[src/rtl/uart_rx.sv]
// UART receiver: 2-flop synchronized line, mid-bit sampling, sticky error flags.
// Define UART_RX_PARITY_EN for 8E1 framing; default build is 8N1.
module uart_rx #(
  parameter int CLKS_PER_BIT = 434
) (
  input  logic       clk,
  input  logic       reset,
  input  logic       rxd,
  input  logic       rd,
  output logic       ready,
  output logic [7:0] data,
  output logic       overrun,
  output logic       frame_err,
  output logic       parity_err
);

  localparam logic [15:0] FULL = 16'(CLKS_PER_BIT - 1);
  localparam logic [15:0] HALF = 16'(CLKS_PER_BIT / 2 - 1);

  typedef enum logic [2:0] {
    S_IDLE,
    S_START,
    S_DATA,
`ifdef UART_RX_PARITY_EN
    S_PARITY,
`endif
    S_STOP,
    S_WAIT_HIGH
  } state_t;

  state_t      state_q, state_d;
  logic [1:0]  sync_q;
  logic [15:0] cnt_q, cnt_d;
  logic [2:0]  bit_q, bit_d;
  logic [7:0]  shift_q, shift_d;
  logic [7:0]  data_q, data_d;
  logic        ready_q, ready_d;
  logic        ovr_q, ovr_d;
  logic        fe_q, fe_d;
  logic        pe_q, pe_d;
  logic        rx;
  logic        tick;

  assign rx   = sync_q[1];
  assign tick = (cnt_q == 16'd0);

  always_comb begin
    state_d = state_q;
    cnt_d   = tick ? cnt_q : cnt_q - 16'd1;
    bit_d   = bit_q;
    shift_d = shift_q;
    data_d  = data_q;
    ready_d = ready_q & ~rd;
    ovr_d   = ovr_q & ~rd;
    fe_d    = fe_q & ~rd;
    pe_d    = pe_q & ~rd;
    unique case (state_q)
      S_IDLE: begin
        if (!rx) begin
          state_d = S_START;
          bit_d   = 3'd0;
          cnt_d   = HALF;
        end
      end
      S_START: begin
        if (tick) begin
          state_d = rx ? S_IDLE : S_DATA;
          cnt_d   = FULL;
        end
      end
      S_DATA: begin
        if (tick) begin
          shift_d = {rx, shift_q[7:1]};
          cnt_d   = FULL;
          if (bit_q == 3'd7) begin
`ifdef UART_RX_PARITY_EN
            state_d = S_PARITY;
`else
            state_d = S_STOP;
`endif
          end else begin
            bit_d = bit_q + 3'd1;
          end
        end
      end
`ifdef UART_RX_PARITY_EN
      S_PARITY: begin
        if (tick) begin
          // even parity: all nine bits must xor to zero
          if (^{shift_q, rx}) pe_d = 1'b1;
          state_d = S_STOP;
          cnt_d   = FULL;
        end
      end
`endif
      S_STOP: begin
        if (tick) begin
          if (rx) begin
            data_d  = shift_q;
            ready_d = 1'b1;
            ovr_d   = ovr_d | (ready_q & ~rd);
            state_d = S_IDLE;
          end else begin
            fe_d    = 1'b1;
            state_d = S_WAIT_HIGH;
          end
        end
      end
      S_WAIT_HIGH: begin
        if (rx) state_d = S_IDLE;
      end
      default: state_d = S_IDLE;
    endcase
  end

  always_ff @(posedge clk or negedge reset) begin
    if (!reset) begin
      sync_q  <= 2'b11;
      state_q <= S_IDLE;
      cnt_q   <= 16'd0;
      bit_q   <= 3'd0;
      shift_q <= 8'h00;
      data_q  <= 8'h00;
      ready_q <= 1'b0;
      ovr_q   <= 1'b0;
      fe_q    <= 1'b0;
      pe_q    <= 1'b0;
    end else begin
      sync_q  <= {sync_q[0], rxd};
      state_q <= state_d;
      cnt_q   <= cnt_d;
      bit_q   <= bit_d;
      shift_q <= shift_d;
      data_q  <= data_d;
      ready_q <= ready_d;
      ovr_q   <= ovr_d;
      fe_q    <= fe_d;
      pe_q    <= pe_d;
    end
  end

  assign ready     = ready_q;
  assign data      = data_q;
  assign overrun   = ovr_q;
  assign frame_err = fe_q;
`ifdef UART_RX_PARITY_EN
  assign parity_err = pe_q;
`else
  assign parity_err = 1'b0;
`endif

endmodule

[config.mk]
export PLATFORM = sky130hd
export DESIGN_NAME = uart_rx
export DESIGN_NICKNAME = d
export VERILOG_FILES = /design/src/rtl/uart_rx.sv
export SDC_FILE = /design/constraint.sdc
export NUM_CORES = 1
export LEC_CHECK = 0
export CAP_MARGIN = 20
export CORE_AREA = 2 2 68 70
export CTS_CLUSTER_SIZE = 16
export DETAILED_ROUTE_END_ITERATION = 12
export DIE_AREA = 0 0 70 72
export DONT_BUFFER_PORTS = 1
export GPL_TIMING_DRIVEN = 0
export SYNTH_ARGS = -nofsm -noshare
export SYNTH_HDL_FRONTEND = slang
export SYNTH_SLANG_ARGS = --single-unit
[constraint.sdc]
create_clock -name clk -period 2.65 [get_ports clk]
set_clock_uncertainty 0.1 [all_clocks]
set_input_delay 0.53 -clock clk [delete_from_list [all_inputs] [get_ports clk]]
set_output_delay 0.53 -clock clk [all_outputs]
set_load 0.05 [all_outputs]
# == After elaboration in Yosys (flattened, before gate mapping) ==
# Cells that the tools add are included.
# classes
addsub,2
div,0
n_lt_le_gt_ge,0
n_reduce_logical,8
mux,26
eq_ne,12
n_mul,0
n_bitwise,5
n_shift,0
# ops
cell,count
2-to-1 mux 16 bit,3
case mux 16 bit (2 select lines),1
2-to-1 mux 3 bit,10
zero test 16 bit,1
subtractor 16 x 1 -> 16 bit (second input constant),1
case mux 3 bit (5 select lines),1
inequality test 2 bit (second input constant),7
2-to-1 mux 1 bit,9
equality test 3 x 2 -> 1 bit (second input constant),2
equality test 3 bit (second input constant),2
case mux 3 bit (2 select lines),1
AND reduction 6 bit,1
AND reduction 4 bit,1
adder 3 x 1 -> 3 bit (second input constant),1
AND 1 bit,3
equality test 3 x 1 -> 1 bit (second input constant),1
zero test 3 bit,1
AND reduction 3 bit,1
2-to-1 mux 2 bit,1
AND reduction 2 bit,1
nonzero test 2 bit,1
OR reduction 2 bit,1
NOT 1 bit,1
bitwise OR 1 bit,1
# word_totals
word_cells,62
mem_bits_rw,0
mem_count,0
reg_bits,43
output_inout_bits,12
mem_bits_ro,0
inputBits,4
latchBits,0

# == Depth between registers and ports, before layout ==
# Gate-level depths: netlist of run 1.
# depth
depth_word,6
depth_mapped,9
ltp_nobuf,9

# == Worst setup path before layout of run 1 ==
# No wires, ideal clock.
# synth_path
path_type,reg-to-reg
start,register cnt_q[0]
end,register cnt_q[0]
setup_slack_ps,552
stages_incl_launch_ff,10
arrival_time_ps,1872
setup_ps,126
n_path_buf,0
required_time_ps,2424
period_less_slack_ps,2098
cell_sequence,dfrtp_1 -> inv_1 -> ha_1 -> nor3b_2 -> nand4_1 -> nor2_2 -> inv_2 -> ha_1 -> nand2_1 -> o21ai_0
# synth_via
elab_chain_len,4
elab_cells_between_ends,6
cone_classes,add/sub (1); mux (4); reduce/logical (1)
# synth_rtl
element,line,source
"start, declared",33,"logic [15:0] cnt_q, cnt_d;"
"start signal, assigned",131,cnt_q <= cnt_d;
subtractor 16 x 1 -> 16 bit or zero test 16 bit (tied branches),"49, 45",
2-to-1 mux 16 bit,49,cnt_d = tick ? cnt_q : cnt_q - 16'd1;
"2-to-1 mux 16 bit, on equally long branches","66, 72, 59",
case mux 16 bit (2 select lines) (*),57,unique case (state_q)
named net cnt_d[0],33,
# The timed path passes the listed nets; every way through them passes the cells marked *.
# A chain may end at the register's enable or synchronous reset.

# == Worst setup path in the final report of run 1 ==
# Same ends and word-level chain as after synthesis.

==> results by group, run 1 <==
STA
  • Maximum clock frequency: 408 MHz
  • Unrepaired setup endpoints after global routing: false
  • TNS Setup: 0 ps
  • Final Hold Slack: 129 ps
  • Final Critical Period: 2450 ps
  • Setup WS post-layout: 197 ps
  • Final hold vios: 0
  • Final slew viol count: 0
  • Final cycle utilization of the critical path: 92.6%
  • Final setup viols: 0

Job
  • Max Cap Viol: 0

Setup path
  • Worst path cell trace: inv_1, ha_1, nor3b_2, nand4_1, buf_4, nor2_2, inv_2, ha_1, nand2_1, o21ai_0
  • Reg2reg path depth: 10
  • FF-to-FF setup slack: 200 ps
  • CP required: 2730 ps
  • CP max FO: 8
  • R2r endpoint: cnt_q[0]
  • Element type at the critical path end: register
  • CP Capture Point: cnt_q[0]
  • Worst EP arrival: 2530 ps
  • CP max-delay cell: dfrtp_1
  • Most frequent CP cell: ha_1
  • Bufs and invs on worst path: 3
  • CP startpoint: cnt_q[0]
  • Crit path launch type: register
  • Worst path depth: 10
  • Worst Setup Path Type: reg -> reg
  • FF-to-FF Start: cnt_q[0]
  • Crit-path leading delay family: simple AND/OR/NAND/NOR gates
  • Worst path max stage delay: 420 ps

Route
  • Final WL: 3910 um
  • Vias: 1,393
  • Iter 0 DRT Violations: 86
  • Vias per std cell: 5.57
  • Post-DRT Antenna Nets: 0
  • Drt wl/cell: 15.6 um
  • Detailed Routing Iterations Pass 1: 4
  • Drt drc: 0

Placement
  • DP HPWL: 2810 um
  • Placed insts: 238
  • Final GP Congestion: 0.910
  • Dpl cell area: 2140 um2
  • Number of port buffers: 0
  • Dpl ws: 49.2 ps

Logic synthesis
  • Avg Cell Area, Syn: 11.2 um2
  • Commonest cells post-synth: dfrtp_1 (41), nor2_1 (18), mux2_2 (16), nand2_1 (16)
  • Post-Synthesis Cells: 186
  • Synth top area cells: dfrtp_1 (49%), mux2_2 (8.7%), nor2_1 (3.3%)
  • Synthesized area: 2070 um2
  • Post-synth EDFFs: 0
  • Syn Nets: 195
  • Most frequent cell after synthesis: dfrtp_1
  • Most used DFF post-synth: dfrtp_1
  • Part of the Yosys area used for sequential elements: 52.0%
  • Unique masters post-synth: 51
  • Top cell type's share of synthesized area: 49.5%
  • Synthesized flop and latch total: 43
  • Synth area leader: dfrtp_1
  • FFs w/ async S/R, synth: 100%
  • Yosys warns: 0

Cells and area
  • Core Util, Final: 54.3%
  • Final Net Count: 206
  • Area growth from synthesis to layout: 11.7%
  • Ant. Diodes: 0
  • Final instance area: 2320 um2
  • Ratio of cells with drive above 1 in the final layout: 21.7%
  • Fill count: 413
  • Non-filler cells, final: 250

Die
  • Chip Height: 72 um
  • Die Wd: 70 um
  • IO Count: 16
  • Die footprint: 5040 um2
  • Initial Util: 48.7%
  • Placeable Area: 4260 um2
  • Row Count: 24

Clocking
  • Clock sink total: 43
  • Root Buffer: clkbuf_8
  • Max Buffers Root-to-Sink: 2
  • CTS tree: done
  • Clk slew on worst S/H paths: 80 ps
  • Worst skew pair latency: 290 ps
  • CTS buffer count: 5
  • CTS H-Tree Depth: 2

Global routing
  • Largest net degree at the start of global routing: 44
  • First-pass GRT wire length: 6870 um
  • Antenna violations before repair: 0
  • Overflow after GRT: 0
  • GRT Total Usage: 17.4%
  • Vias in the first global route: 1,451

Pwr
  • Worst VDD drop: 420 uV
  • Sequential Power Share: 51.5%
  • Pwr per Cell Area: 553 nW/um2
  • Comb power frac: 1.7%
  • Internal: 1.04 mW
  • Tot Pwr: 1.28 mW
  • Switching portion of total power: 18.8%
  • Leakage dissipation: 1.04 nW
  • Clock share of power: 46.8%
  • Psw: 0.242 mW

Min path
  • Worst Hold Class: in -> reg

Run status
  • Status: finished clean
## layout make-up
cell class                      count  area, um2  area share [%]
Sequential cell                    43       1080            46.5
Multi-Input combinational cell    132        950            41.0
Clock buffer                        6       72.6            3.13
Tap cell                           52       65.1            2.81
Clock inverter                      2       60.1            2.59
Timing Repair Buffer                4       45.0            1.94
Inverter                            7       26.3            1.13
Buffer                              4       20.0           0.864
## cells by family (layout without fill, tap and decap cells)
kind of cell / after synthesis / in the layout / share of synthesized area (%)
buffers and inverters: 11 / 23 / 2.23
XOR/XNOR: 8 / 8 / 3.38
adder cells (fa/ha/maj): 5 / 5 / 3.02
other: 1 / 1 / 0.181
flip-flops: 43 / 43 / 52.0
AND/OR/NAND/NOR: 69 / 69 / 19.5
multiplexers: 18 / 18 / 9.65
AO/OA/AOI/OAI: 31 / 31 / 10.1
## placed cells by master (no fill, tap or decap), types with 2 or more instances in the layout
master     count
mux2i_1        2
o31ai_1        3
nor3_1         4
nand3b_1       3
a21o_1         2
dfrtp_1       41
xnor2_1        3
ha_1           5
nor2_1        18
nand2b_1       3
a211oi_1       2
mux2_2        16
o21ai_0        5
clkbuf_8       5
buf_4          3
inv_1          6
or3_1          2
a21oi_1        6
clkbuf_1       3
nand2_1       16
dfstp_2        2
a22oi_1        2
nand3_1        2
xor2_1         5
o211ai_1       2
nor4_1         3
nor2_4         2
o21ai_1        2
o22ai_1        2
nor2_2         2
bufinv_16      2
## flip-flops by register name, summed over array words and instances, names as in the netlist
name	flops
bit_q	3
state_q	3
sync_q	2
frame_err	1
data	8
shift_q	8
cnt_q	16
overrun	1
ready	1
## worst min-delay path by stage
stage	start	to	slack, ps	cells after the start
2_1_floorplan	reset	bit_q[0]	130	0
3_3_place_gp	reset	cnt_q[0]	140	0
3_5_place_dp	reset	cnt_q[0]	140	0
4_1_cts	rxd	sync_q[0]	120	0
5_1_grt	rxd	sync_q[0]	120	0
6_report	rxd	sync_q[0]	130	0
## power groups by stage
stage                     logic (mW)  registers, mW  clock network, mW
final                         0.0216          0.660              0.601
after global placement       0.00504          0.673                  0
after CTS                     0.0231          0.660              0.609
after detailed placement     0.00505          0.673                  0
after floorplan              0.00497          0.673                  0
after global routing          0.0250          0.660              0.633
## per-layer routing
layer	GRT usage, %	vias to the layer above	wire length (um)
li1	-	685	-
met1	20.5	669	1700
met2	30.3	27	1930
met3	3.61	12	144
met4	8.97	0	123
met5	0	-	0
## what timing repair did
action                     CTS  global route
buffers inserted             0             2
hold endpoints to repair    43             0
hold buffers                 2             0
gates resized for setup      0             0
setup endpoints to repair    0             3
Power figures use the tool's default switching activity.
==> run 2, diff against run 1 <==
--- a/config.mk
+++ b/config.mk
@@ -6,10 +6,10 @@
 export NUM_CORES = 1
 export LEC_CHECK = 0
 export CAP_MARGIN = 20
-export CORE_AREA = 2 2 68 70
+export CORE_AREA = 2 2 80 82
 export CTS_CLUSTER_SIZE = 16
 export DETAILED_ROUTE_END_ITERATION = 12
-export DIE_AREA = 0 0 70 72
+export DIE_AREA = 0 0 82 84
 export DONT_BUFFER_PORTS = 1
 export GPL_TIMING_DRIVEN = 0
 export SYNTH_ARGS = -nofsm -noshare
==> results by group, run 2 (synthesized netlist as in run 1, its figures left out) <==
Cells and area
  • Area growth from synthesis to layout: 11.6% (about the same)
  • Core Util, Final: 38.0% (-16 points)
  • Area of the multi-input gates: 955 um2 (+0.53%)
  • Fill count: 610 (+48%)
  • Commonest non-fill, non-tap cell in the layout: dfrtp_1
  • Most frequent cells in the layout: dfrtp_1 (41), nor2_1 (18), nand2_1 (16), mux2_2 (16)
  • Ant. Diodes: 0 (unchanged)
  • Biggest register: cnt_q
  • Max reg flops: 16 (unchanged)
  • Final Net Count: 206 (unchanged)
  • Non-filler cells, final: 275 (+10%)
  • Ratio of cells with drive above 1 in the final layout: 22.2% (+0.51 points)
  • Reg area: 1080 um2 (unchanged)

STA
  • Final cycle utilization of the critical path: 86.8% (-5.8 points)
  • Final slew viol count: 0 (unchanged)
  • Final hold vios: 0 (unchanged)
  • TNS Setup: 0 ps (unchanged)
  • Final Critical Period: 2300 ps (-154 ps)
  • Unrepaired setup endpoints after global routing: false
  • Slew of the pin with the lowest slew margin: 521 ps
  • Slew headroom: 65.3%
  • Maximum clock frequency: 435 MHz (+6.7%)
  • Final Hold Slack: 120 ps (-8.65 ps)
  • Final setup viols: 0 (unchanged)

Global routing
  • Largest net degree at the start of global routing: 44 (unchanged)
  • Antenna violations before repair: 0 (unchanged)
  • Vias in the first global route: 1,507 (+3.9%)
  • GRT Total Usage: 12.8% (-4.6 points)
  • Overflow after GRT: 0 (unchanged)
  • First-pass GRT wire length: 6960 um (+1.3%)

Placement
  • Placed insts: 263 (+11%)
  • Final GP Congestion: 0.801 (-12%)
  • DP HPWL: 2640 um (-6.0%)
  • Number of port buffers: 0 (unchanged)

Route
  • Drt wl/cell: 13.8 um (-12%)
  • Top sig layer: met4
  • Final WL: 3800 um (-2.8%)
  • Met2 WL: 1770 um (-8.3%)
  • Drt drc: 0 (unchanged)
  • Vias: 1,396 (+0.22%)
  • Post-DRT Antenna Nets: 0 (unchanged)
  • Met3 wire len: 170 um (+18%)
  • Routed length on met1: 1810 um (+6.3%)
  • Vias per std cell: 5.08 (-8.9%)
  • Detailed Routing Iterations Pass 1: 4 (unchanged)
  • Iter 0 DRT Violations: 88 (+2.3%)

Clocking
  • Worst skew pair latency: 300 ps (about the same)
  • CTS H-Tree Depth: 2 (unchanged)
  • CTS buffer count: 5 (unchanged)
  • Clock sink total: 43 (unchanged)
  • Max Buffers Root-to-Sink: 2 (unchanged)
  • Clk slew on worst S/H paths: 80 ps (about the same)
  • CTS tree: done
  • Root Buffer: clkbuf_8

Setup path
  • CP max FO: 8 (unchanged)
  • Worst path cell trace: inv_1, ha_1, nor3b_2, nand4_1, buf_4, nor2_4, inv_2, ha_1, nand2_1, o21ai_0
  • Worst Setup Path Type: reg -> reg
  • Crit-path leading delay family: simple AND/OR/NAND/NOR gates
  • Most frequent CP cell: ha_1
  • Bufs and invs on worst path: 3 (unchanged)
  • Worst EP arrival: 2390 ps (-140 ps)
  • Crit path launch type: register
  • CP required: 2740 ps (about the same)
  • Element type at the critical path end: register
  • Worst path max stage delay: 420 ps (about the same)
  • CP max-delay cell: dfrtp_1

Pwr
  • Leakage dissipation: 1.02 nW (-1.5%)
  • Worst VDD drop: 366 uV (-13%)
  • Pwr per Cell Area: 485 nW/um2 (-12%)

Die
  • Die Wd: 82 um (+17%)
  • Initial Util: 34.0% (-15 points)
  • IO Count: 16 (unchanged)
  • Placeable Area: 6100 um2 (+43%)
  • Chip Height: 84 um (+17%)
  • Die footprint: 6890 um2 (+37%)
  • Row Count: 29 (+21%)

Run status
  • Status: finished clean

Job
  • Max Cap Viol: 0 (unchanged)

Min path
  • Worst Hold Class: in -> reg
-- run 2: final cells by class --
cell class              count  share of cell area [%]
repair buffers              4                    1.94
flip-flops and latches     43                    46.6
multi-input cells         132                    41.2
plain buffers               4                   0.864
clock buffers               5                    2.97
well taps                  77                    4.16
inverters                   7                    1.13
clock inverters             3                    1.13
-- run 2: what timing repair did --
action	in CTS	in global routing
hold endpoints to repair	43	0
hold buffers	2	0
endpoints found under the setup margin	0	7
setup buffers	0	2
resized for setup	0	1
-- run 2: worst paths after layout --
path,startpoint,end,slack (ps),cells after the start
min in group asynchronous,reset,data[3],590,2
min reg2reg,sync_q[0],sync_q[1],260,0
max reg2reg,cnt_q[0],cnt_q[0],350,10
max,cnt_q[0],cnt_q[0],350,10
min,rxd,sync_q[0],120,0
max in group asynchronous,reset,sync_q[0],1590,2
-- run 2: per-layer routing --
layer  vias to the layer above  track usage [%]
met1                       679             17.4
met4                         0             3.48
li1                        687                -
met2                        25             19.6
met5                         -                0
met3                         5             3.90
-- run 2: worst register-to-register path: stages, from the launching register on --
cell and delay, ps:
dfrtp_1 420, inv_1 90, ha_1 140, nor3b_2 360, nand4_1 150, buf_4 200, nor2_4 210, inv_2 120
ha_1 280, nand2_1 50, o21ai_0 70
-- run 2: power by group --
part	internal [mW]	total [mW]	switching, mW
registers	0.658	0.660	0.00132
logic	0.00538	0.0221	0.0167
clock network	0.194	0.442	0.248
-- run 2: stage by stage --
step	setup WS [ps]	area, um2	power [mW]
after detailed placement	51.2	2170	0.678
after CTS	36.9	2300	1.15
after global placement	97.9	2170	0.678
final	351	2320	1.12
after global routing	167	2320	1.17
after floorplan	552	2070	0.677
